### config.mk
export PLATFORM = sky130hd
export DESIGN_NAME = dsp_mac_ctrl
export DESIGN_NICKNAME = d
export VERILOG_FILES = /design/src/rtl/dsp_mac_pkg.sv /design/src/rtl/dsp_mac_res_fifo.sv /design/src/rtl/dsp_mac_ctrl.sv
export SDC_FILE = /design/constraint.sdc
export NUM_CORES = 1
export LEC_CHECK = 0
export CAP_MARGIN = 10
export CELL_PAD_IN_SITES_DETAIL_PLACEMENT = 2
export CELL_PAD_IN_SITES_GLOBAL_PLACEMENT = 2
export CORE_MARGIN = 3
export CORE_UTILIZATION = 29
export CTS_BUF_LIST = sky130_fd_sc_hd__clkbuf_16
export DETAILED_ROUTE_END_ITERATION = 12
export PLACE_DENSITY_LB_ADDON = 0.1
export RECOVER_POWER = 25
export SLEW_MARGIN = 30
export SYNTH_ARGS = -nofsm -noshare
export SYNTH_HDL_FRONTEND = slang
export SYNTH_SLANG_ARGS = --single-unit
### constraint.sdc
create_clock -name CLK -period 4.3 [get_ports CLK]
set_clock_uncertainty 0.15 [all_clocks]
set_input_delay 0.86 -clock CLK [delete_from_list [all_inputs] [get_ports CLK]]
set_output_delay 0.86 -clock CLK [all_outputs]
set_load 0.005 [all_outputs]
### src/rtl/dsp_mac_pkg.sv
// Shared constants and types for the DSP48A1 multiply-accumulate sequencer.
package dsp_mac_pkg;

  // OPMODE words driven to the slice (X mux in [1:0], Z mux in [3:2]).
  localparam logic [7:0] OPM_CLR   = 8'h00;  // X=0, Z=0   : P <= 0
  localparam logic [7:0] OPM_FIRST = 8'h01;  // X=M, Z=0   : P <= M
  localparam logic [7:0] OPM_ACC   = 8'h09;  // X=M, Z=P   : P <= P + M
  localparam logic [7:0] OPM_HOLD  = 8'h08;  // X=0, Z=P   : P <= P

  // Result FIFO word: {seq[7:0], data[47:0]}.
  localparam int RES_W = 56;

  // What the slice should do with the pair launched in a given cycle.
  typedef enum logic [1:0] {
    TAG_HOLD  = 2'd0,
    TAG_FIRST = 2'd1,
    TAG_ACC   = 2'd2
  } tag_kind_e;

  typedef struct packed {
    tag_kind_e kind;
    logic      last;
  } tag_t;

  typedef enum logic {
    ST_IDLE  = 1'b0,
    ST_ACCUM = 1'b1
  } mac_state_e;

  function automatic logic [7:0] opmode_of(input tag_kind_e kind);
    logic [7:0] opm;
    case (kind)
      TAG_FIRST: opm = OPM_FIRST;
      TAG_ACC:   opm = OPM_ACC;
      default:   opm = OPM_HOLD;
    endcase
    return opm;
  endfunction

endpackage

### src/rtl/dsp_mac_res_fifo.sv
// Two-entry first-word-fall-through FIFO holding finished dot products
// together with their sequence numbers.
module dsp_mac_res_fifo
  import dsp_mac_pkg::*;
(
  input  logic             CLK,
  input  logic             RST_N,
  input  logic             push,
  input  logic [RES_W-1:0] wdata,
  input  logic             pop,
  output logic [RES_W-1:0] rdata,
  output logic             valid,
  output logic [1:0]       count
);

  logic [RES_W-1:0] mem [2];
  logic             wr_ptr;
  logic             rd_ptr;
  logic             do_push;
  logic             do_pop;

  // Upstream flow control keeps push away from a full FIFO; the guards only
  // make the storage robust against misuse.
  assign do_pop  = pop && (count != 2'd0);
  assign do_push = push && (count != 2'd2);

  // Storage, pointers and occupancy.
  always_ff @(posedge CLK or negedge RST_N) begin
    if (!RST_N) begin
      mem[0] <= '0;
      mem[1] <= '0;
      wr_ptr <= 1'b0;
      rd_ptr <= 1'b0;
      count  <= 2'd0;
    end else begin
      if (do_push) begin
        mem[wr_ptr] <= wdata;
        wr_ptr      <= ~wr_ptr;
      end
      if (do_pop) begin
        rd_ptr <= ~rd_ptr;
      end
      case ({do_push, do_pop})
        2'b10:   count <= count + 2'd1;
        2'b01:   count <= count - 2'd1;
        default: count <= count;
      endcase
    end
  end

  assign rdata = mem[rd_ptr];
  assign valid = (count != 2'd0);

endmodule

### src/rtl/dsp_mac_ctrl.sv
// Sequencer wrapped around a DSP48A1 slice: feeds operand pairs into A/B,
// steers OPMODE so the slice accumulates N_TAPS products into P, and captures
// each finished dot product into a small result buffer.
//
// Handshakes: a transfer happens on a rising edge where valid && ready are
// both high; valid never depends on ready, and the payload is held stable by
// its source while valid && !ready.
module dsp_mac_ctrl
  import dsp_mac_pkg::*;
#(
  parameter int N_TAPS   = 8,
  parameter int PIPE_LAT = 3,
  parameter int OPM_DLY  = 1
) (
  input  logic        CLK,
  input  logic        RST_N,
  input  logic        in_valid,
  output logic        in_ready,
  input  logic [17:0] in_a,
  input  logic [17:0] in_b,
  output logic [17:0] dsp_a,
  output logic [17:0] dsp_b,
  output logic [7:0]  dsp_opmode,
  input  logic [47:0] dsp_p,
  output logic        res_valid,
  input  logic        res_ready,
  output logic [47:0] res_data,
  output logic [7:0]  res_seq,
  output logic        busy,
  output logic        dbg_state
);

  localparam int CNT_W = $clog2(N_TAPS);
  localparam int LIF_W = $clog2(PIPE_LAT + 2);
  localparam int PND_W = LIF_W + 2;

  mac_state_e       state_q;
  mac_state_e       state_d;
  logic [CNT_W-1:0] tap_cnt_q;
  logic [CNT_W-1:0] tap_cnt_d;
  logic             run_q;
  logic             accept;
  logic             at_last;
  logic             hold_last;
  tag_t             tag_now;
  tag_kind_e        tag_pipe [OPM_DLY];
  logic [PIPE_LAT:0] last_pipe;
  logic [LIF_W-1:0] lasts_in_flight;
  logic [PND_W-1:0] pending;
  logic [7:0]       seq_q;
  logic             push;
  logic             pop;
  logic [1:0]       fifo_count;
  logic [RES_W-1:0] fifo_rdata;

  assign at_last = (tap_cnt_q == CNT_W'(N_TAPS - 1));
  assign accept  = in_valid && in_ready;

  // Count LAST flags still travelling towards the capture point.
  always_comb begin
    lasts_in_flight = '0;
    for (int i = 0; i <= PIPE_LAT; i++) begin
      lasts_in_flight = lasts_in_flight + LIF_W'(last_pipe[i]);
    end
  end

  // A LAST pair is only taken when its result is guaranteed a FIFO slot,
  // counting results already buffered plus those still in the slice.
  assign pending   = PND_W'(lasts_in_flight) + PND_W'(fifo_count);
  assign hold_last = at_last && (pending >= PND_W'(2));
  assign in_ready  = run_q && !hold_last;

  // in_ready stays low until the first edge after reset release.
  always_ff @(posedge CLK or negedge RST_N) begin
    if (!RST_N) begin
      run_q <= 1'b0;
    end else begin
      run_q <= 1'b1;
    end
  end

  // FSM state and tap counter registers.
  always_ff @(posedge CLK or negedge RST_N) begin
    if (!RST_N) begin
      state_q   <= ST_IDLE;
      tap_cnt_q <= '0;
    end else begin
      state_q   <= state_d;
      tap_cnt_q <= tap_cnt_d;
    end
  end

  // Next state, next tap count and the tag for this cycle's slice launch.
  always_comb begin
    state_d      = state_q;
    tap_cnt_d    = tap_cnt_q;
    tag_now.kind = TAG_HOLD;
    tag_now.last = 1'b0;
    if (accept) begin
      tag_now.kind = (tap_cnt_q == '0) ? TAG_FIRST : TAG_ACC;
      tag_now.last = at_last;
      if (at_last) begin
        tap_cnt_d = '0;
        state_d   = ST_IDLE;
      end else begin
        tap_cnt_d = tap_cnt_q + CNT_W'(1);
        state_d   = ST_ACCUM;
      end
    end
  end

  // Operand registers to the slice; on non-accept cycles they hold and the
  // stale product is masked by a HOLD opmode.
  always_ff @(posedge CLK or negedge RST_N) begin
    if (!RST_N) begin
      dsp_a <= '0;
      dsp_b <= '0;
    end else if (accept) begin
      dsp_a <= in_a;
      dsp_b <= in_b;
    end
  end

  // Tag pipe: OPMODE lags its pair so it meets the slice's OPMODE register
  // in step with the M register. During reset CLR flushes P.
  always_ff @(posedge CLK or negedge RST_N) begin
    if (!RST_N) begin
      for (int i = 0; i < OPM_DLY; i++) begin
        tag_pipe[i] <= TAG_HOLD;
      end
      dsp_opmode <= OPM_CLR;
    end else begin
      tag_pipe[0] <= tag_now.kind;
      for (int i = 1; i < OPM_DLY; i++) begin
        tag_pipe[i] <= tag_pipe[i-1];
      end
      dsp_opmode <= opmode_of(tag_pipe[OPM_DLY-1]);
    end
  end

  // LAST flag pipe: when it exits, P holds the finished dot product.
  always_ff @(posedge CLK or negedge RST_N) begin
    if (!RST_N) begin
      last_pipe <= '0;
    end else begin
      last_pipe <= {last_pipe[PIPE_LAT-1:0], tag_now.last};
    end
  end

  assign push = last_pipe[PIPE_LAT];
  assign pop  = res_valid && res_ready;

  // Result sequence number, one step per captured result.
  always_ff @(posedge CLK or negedge RST_N) begin
    if (!RST_N) begin
      seq_q <= 8'd0;
    end else if (push) begin
      seq_q <= seq_q + 8'd1;
    end
  end

  dsp_mac_res_fifo u_res_fifo (
    .CLK   (CLK),
    .RST_N (RST_N),
    .push  (push),
    .wdata ({seq_q, dsp_p}),
    .pop   (pop),
    .rdata (fifo_rdata),
    .valid (res_valid),
    .count (fifo_count)
  );

  assign res_seq   = fifo_rdata[55:48];
  assign res_data  = fifo_rdata[47:0];
  assign busy      = (state_q == ST_ACCUM) || (lasts_in_flight != '0) || (fifo_count != 2'd0);
  assign dbg_state = state_q;

endmodule

### Word-level counts from Yosys, hierarchy flattened

Index checks and enable logic that the tools add are counted.

| word-level totals | value |
|---|---|
| flip-flop bits (word level) | 175 |
| input bits | 88 |
| output and inout port bits | 104 |
| logic and storage cells | 62 |

| operators by class | value |
|---|---|
| add/sub/neg operators | 8 |
| magnitude comparators | 4 |
| equality and inequality tests | 6 |
| multiplexer cells | 12 |
| bitwise gates (word level) | 4 |
| reduce and logical (&&, ||, !) cells | 14 |

Operators with widths:

| cell | count |
|---|---|
| $mux W56 | 4 |
| $bwmux W112 | 1 |
| $demux W56 S1 | 1 |
| $add A8 B1 Y8 const B | 1 |
| $pmux W4 S2 | 1 |
| $logic_and A1 B1 Y1 | 7 |
| $mux W3 | 2 |
| $add A3 B2 Y4 | 1 |
| $eq A2 B1 Y1 const B | 2 |
| $eq A2 B2 Y1 const B | 2 |
| $ge A2 B2 Y1 const B | 2 |
| $ge A4 B2 Y1 const B | 1 |
| $not A1 Y2 | 2 |
| $pmux W2 S2 | 1 |
| $reduce_bool A2 Y1 | 2 |
| $add A2 B1 Y3 | 1 |
| $add A3 B1 Y3 | 1 |
| $add A3 B1 Y3 const B | 1 |
| $eq A3 B3 Y1 const B | 1 |
| $logic_not A3 Y1 | 1 |
| $reduce_bool A3 Y1 | 1 |
| $add A1 B1 Y2 | 1 |
| $add A2 B1 Y2 const B | 1 |
| $logic_or A1 B1 Y1 | 2 |
| other kinds (7) | 8 |

### Logic depth before layout (Yosys ltp)

| logic depth | value |
|---|---|
| word-level depth | 10 |
| gate-level depth with buffers | 10 |
| depth with buffers taken out | 8 |

### Cells and area by module

From an unflattened synthesis, not the netlist that was laid out.

| unflattened totals | value |
|---|---|
| cell total of the unflattened synthesis | 620 |
| area, all modules | 8698.3 µm² |

Modules (own cells, without submodules):

| module | instances | cells each | area each (µm²) | sequential area each (µm²) |
|---|---|---|---|---|
| dsp_mac_res_fifo | 1 | 315 | 5437.7 | 2902.8 |
| dsp_mac_ctrl | 1 | 305 | 3260.6 | 1426.4 |

### Worst setup path before layout

No wires, ideal clock.

| timing path | value |
|---|---|
| kind | reg-to-output |
| from | register last_pipe[0] |
| to | output in_ready |
| arrival | 2.440 ns |
| required time | 3.290 ns |
| setup slack | 0.850 ns |
| stages on the path, launching flop included | 8 |
| buffers on the path | 0 |
| cells stage by stage | dfrtp_1 -> fa_1 -> ha_1 -> ha_1 -> fa_1 -> a21oi_1 -> a311oi_2 -> and2b_1 |

| between the ends | value |
|---|---|
| cells in the longest elaborated chain, start to end | 8 |

RTL lines:

| item | RTL line | RTL |
|---|---|---|
| start: declaration | dsp_mac_ctrl.sv:47 | `logic [PIPE_LAT:0] last_pipe;` |
| start signal: assignment | dsp_mac_ctrl.sv:146 | `last_pipe <= {last_pipe[PIPE_LAT-1:0], tag_now.last};` |
| $add A1 B1 Y2 | dsp_mac_ctrl.sv:63 | `lasts_in_flight = lasts_in_flight + LIF_W'(last_pipe[i]);` |
| $add A2 B1 Y3 | dsp_mac_ctrl.sv:63 |  |
| $add A3 B1 Y3 | dsp_mac_ctrl.sv:63 |  |
| $add A3 B2 Y4 | dsp_mac_ctrl.sv:69 | `assign pending = PND_W'(lasts_in_flight) + PND_W'(fifo_count);` |
| $ge A4 B2 Y1 | dsp_mac_ctrl.sv:70 | `assign hold_last = at_last && (pending >= PND_W'(2));` |
| $logic_and A1 B1 Y1 | dsp_mac_ctrl.sv:70 |  |
| $logic_not A1 Y1 | dsp_mac_ctrl.sv:71 | `assign in_ready = run_q && !hold_last;` |
| $logic_and A1 B1 Y1 | dsp_mac_ctrl.sv:71 |  |
| end: declaration | dsp_mac_ctrl.sv:18 | `output logic in_ready,` |

No other way between the ends.

### Final worst setup path

| timing path | value |
|---|---|
| from | register last_pipe[3] |
| to | output in_ready |

| between the ends | value |
|---|---|
| cells in the longest elaborated chain, start to end | 6 |

RTL lines:

| item | RTL line |
|---|---|
| $add A3 B1 Y3 | dsp_mac_ctrl.sv:63 |
| $add A3 B2 Y4 | dsp_mac_ctrl.sv:69 |
| $ge A4 B2 Y1 | dsp_mac_ctrl.sv:70 |
| $logic_and A1 B1 Y1 | dsp_mac_ctrl.sv:70 |
| $logic_not A1 Y1 | dsp_mac_ctrl.sv:71 |
| $logic_and A1 B1 Y1 | dsp_mac_ctrl.sv:71 |

No other way between the ends.

==> results.yml <==
pwr:
  peakVddDrop_mv: 0.235
  p_per_area_mw_per_mm2: 545
  p_leak_nw: 4.49
  p_total_mw: 5.58
clock_network:
  cts_htree_levels: 4
  cts_made_buffers: 17
  root_buffer: "clkbuf_16"
  cts_tree: "done"
  insertion_delay_ns: 0.42
  cts_buffer_depth: 2
  clk_pin_slew_ns: 0.06
  cts_sinks: 173
grt:
  grt_max_degree: 89
  track_usage_pct: 13.9
  grt_pass1_vias: 5425
  gr-total-overflow: 0
  grt_pass1_wl_um: 29400
  antenna_found_initial: 0
final_layout:
  layout_commonest_cell: "mux2_2"
  mostFrequentLayoutCells: "mux2_2, clkdlybuf4s50_1, dfrtp_1"
  finalInstanceArea_mm2: 0.0103
  diodes: 0
  layout-drive-gt1-share_pct: 37.9
  fillers: 2464
  layout.nets: 771
  layout.cells.non_filler: 1008
  utilization_pct: 41.5
  synthToLayoutAreaGrowth_pct: 39.0
worst_setup_path:
  worstPathRequired_ns: 3.29
  regToRegStartpoint: "last_pipe[3]"
  worst-r2r-cell-count: 11
  crit_path_start_kind: "register"
  worst-setup-path-type: "reg2out"
  rrSetupSlack_ns: 0.77
  startpoint: "last_pipe[3]"
  worstReg2RegEnd: "dsp_b[5]"
  critPathArrivalTime_ns: 3.12
  cp-end-kind: "output port"
  worstPathMaxFanout: 3
  crit_end: "in_ready"
die:
  placementRows: 57
  chipWidth_um: 165
  die-area_mm2: 0.0274
  start_util_pct: 29.9
  io_pins: 192
  core_area_mm2: 0.0247
  die-height_um: 165
drt:
  wl_per_cell_um: 18.4
  drc: 0
  drt-initial-drc-count: 157
  drt-total-wl_um: 18500
  final_antenna_net_count: 0
  vias: 4612
  vias_per_cell: 4.58
  firstDrtPassIters: 4
placement:
  place_congestion: 0.677
  place_inst: 974
  postPlaceCellArea_mm2: 0.00964
  dp_worst_setup_slack_ns: 0.144
  dpl.hpwl_um: 12500
  io_buffers: 185
timing:
  tightest_slew_ns: 2.35
  post-route-period-util_pct: 96.2
  finalSetupViolCount: 0
  tns_ns: 0
  fin_crit_ns: 4.13
  hold_violations: 0
  drv_slew: 88
  finalWorstSetupSlack_ns: 0.165
  relSlewSlack_pct: -56.8
  whs_ns: 0.247
  fmax_mhz: 242
  rsz0062_at_grt: "no"
synth:
  yosysSeqAreaShare_pct: 58.7
  netlist_instances: 480
  ys.flop_type: "dfrtp_1"
  syn_area_per_cell_um2: 15.4
  synth-edff-count: 0
  ys.warnings.count: 0
  netlist_area_mm2: 0.00738
  ys_ff_latch: 173
  synthArstFlopShare_pct: 100
  synth_cell_types: 32
worst_hold_path:
  hold_path.class: "reg2reg"
outcome:
  status: "finished, violations left"
  violations: "capacitance limit, slew limit"
run:
  maxCapViolCount: 1
==> registers in the layout, indices dropped and copies added, names as in the netlist <==
register and count:
u_res_fifo.mem 112, dsp_opmode 2, dsp_a 18, tag_pipe 2
seq_q 8, last_pipe 4, tap_cnt_q 3, run_q 1
u_res_fifo.count 2, u_res_fifo.rd_ptr 1, u_res_fifo.wr_ptr 1, dbg_state 1
dsp_b 18
==> synthesized netlist by cell type, types with 3 or more instances <==
| cell | count | area, um2 |
|---|---|---|
| buf_2 | 14 | 70.1 |
| buf_4 | 10 | 75.1 |
| clkbuf_1 | 3 | 11.3 |
| dfrtp_1 | 173 | 4330 |
| ha_1 | 10 | 125 |
| inv_1 | 8 | 30.0 |
| mux2_2 | 199 | 2240 |
| mux2_4 | 8 | 120 |
| nand2_1 | 7 | 26.3 |
| nand4_1 | 3 | 18.8 |
| nor2_1 | 8 | 30.0 |
| xnor2_1 | 7 | 61.3 |
| xor2_1 | 5 | 43.8 |
==> cells by family after synthesis <==
kind of cell	after synthesis	synth area share, %
and+or+nand+nor	29	1.93
muxes	207	32.0
other	2	0.102
DFF	173	58.7
AOI/OAI and AO/OA	8	0.763
adders and majority gates	12	2.24
xor gates and xnor gates	12	1.42
buffers and inverters	37	2.83
==> report_power, final <==
| group | total, mW | switching [mW] | internal (mW) |
|---|---|---|---|
| Combinational | 1.82 | 0.610 | 1.21 |
| Clock | 1.53 | 0.705 | 0.821 |
| Sequential | 2.24 | 0.256 | 1.98 |
==> worst min path at each step <==
| stage | from | end | slack, ns | depth (start not counted) |
|---|---|---|---|---|
| after floorplan | last_pipe[2] | last_pipe[3] | 0.21 | 0 |
| after detailed placement | last_pipe[2] | last_pipe[3] | 0.24 | 0 |
| final | last_pipe[0] | last_pipe[1] | 0.25 | 0 |
| after global routing | last_pipe[0] | last_pipe[1] | 0.28 | 0 |
| after global placement | last_pipe[2] | last_pipe[3] | 0.22 | 0 |
| after CTS | last_pipe[0] | last_pipe[1] | 0.25 | 0 |
==> critical path, stage by stage, from the launching register on <==
cell and delay [ns]:
dfrtp_1 0.40, fa_1 0.60, ha_4 0.23, ha_4 0.17, fa_2 0.57, nor3_2 0.05
a311oi_2 0.33, and2b_1 0.23, buf_2 0.13
==> area by class of cell <==
type	count	area [um2]	area share, %
clock inverters	15	150	1.46
flip-flops and latches	173	4330	42.2
well taps	324	405	3.95
clock buffers	17	425	4.15
multi-input cells	275	2920	28.4
repair buffers	196	1990	19.5
inverters	8	30.0	0.293
==> timing repair <==
action                                  in CTS  in global routing
endpoints found under the setup margin       1                  1
cloned                                       0                  0
buffers inserted                             1                  1
hold buffers                                 0                  0
resized for setup                           10                  0
pin swaps                                    4                  1
==> metal layers <==
layer | vias to the layer above | routed length [um] | track usage, %
li1 | 2050 | - | -
met1 | 2404 | 7710 | 16.5
met2 | 143 | 8990 | 23.4
met3 | 15 | 1610 | 5.86
met4 | 0 | 210 | 3.86
met5 | - | 0 | 0
(Power assumes the default switching activity.)
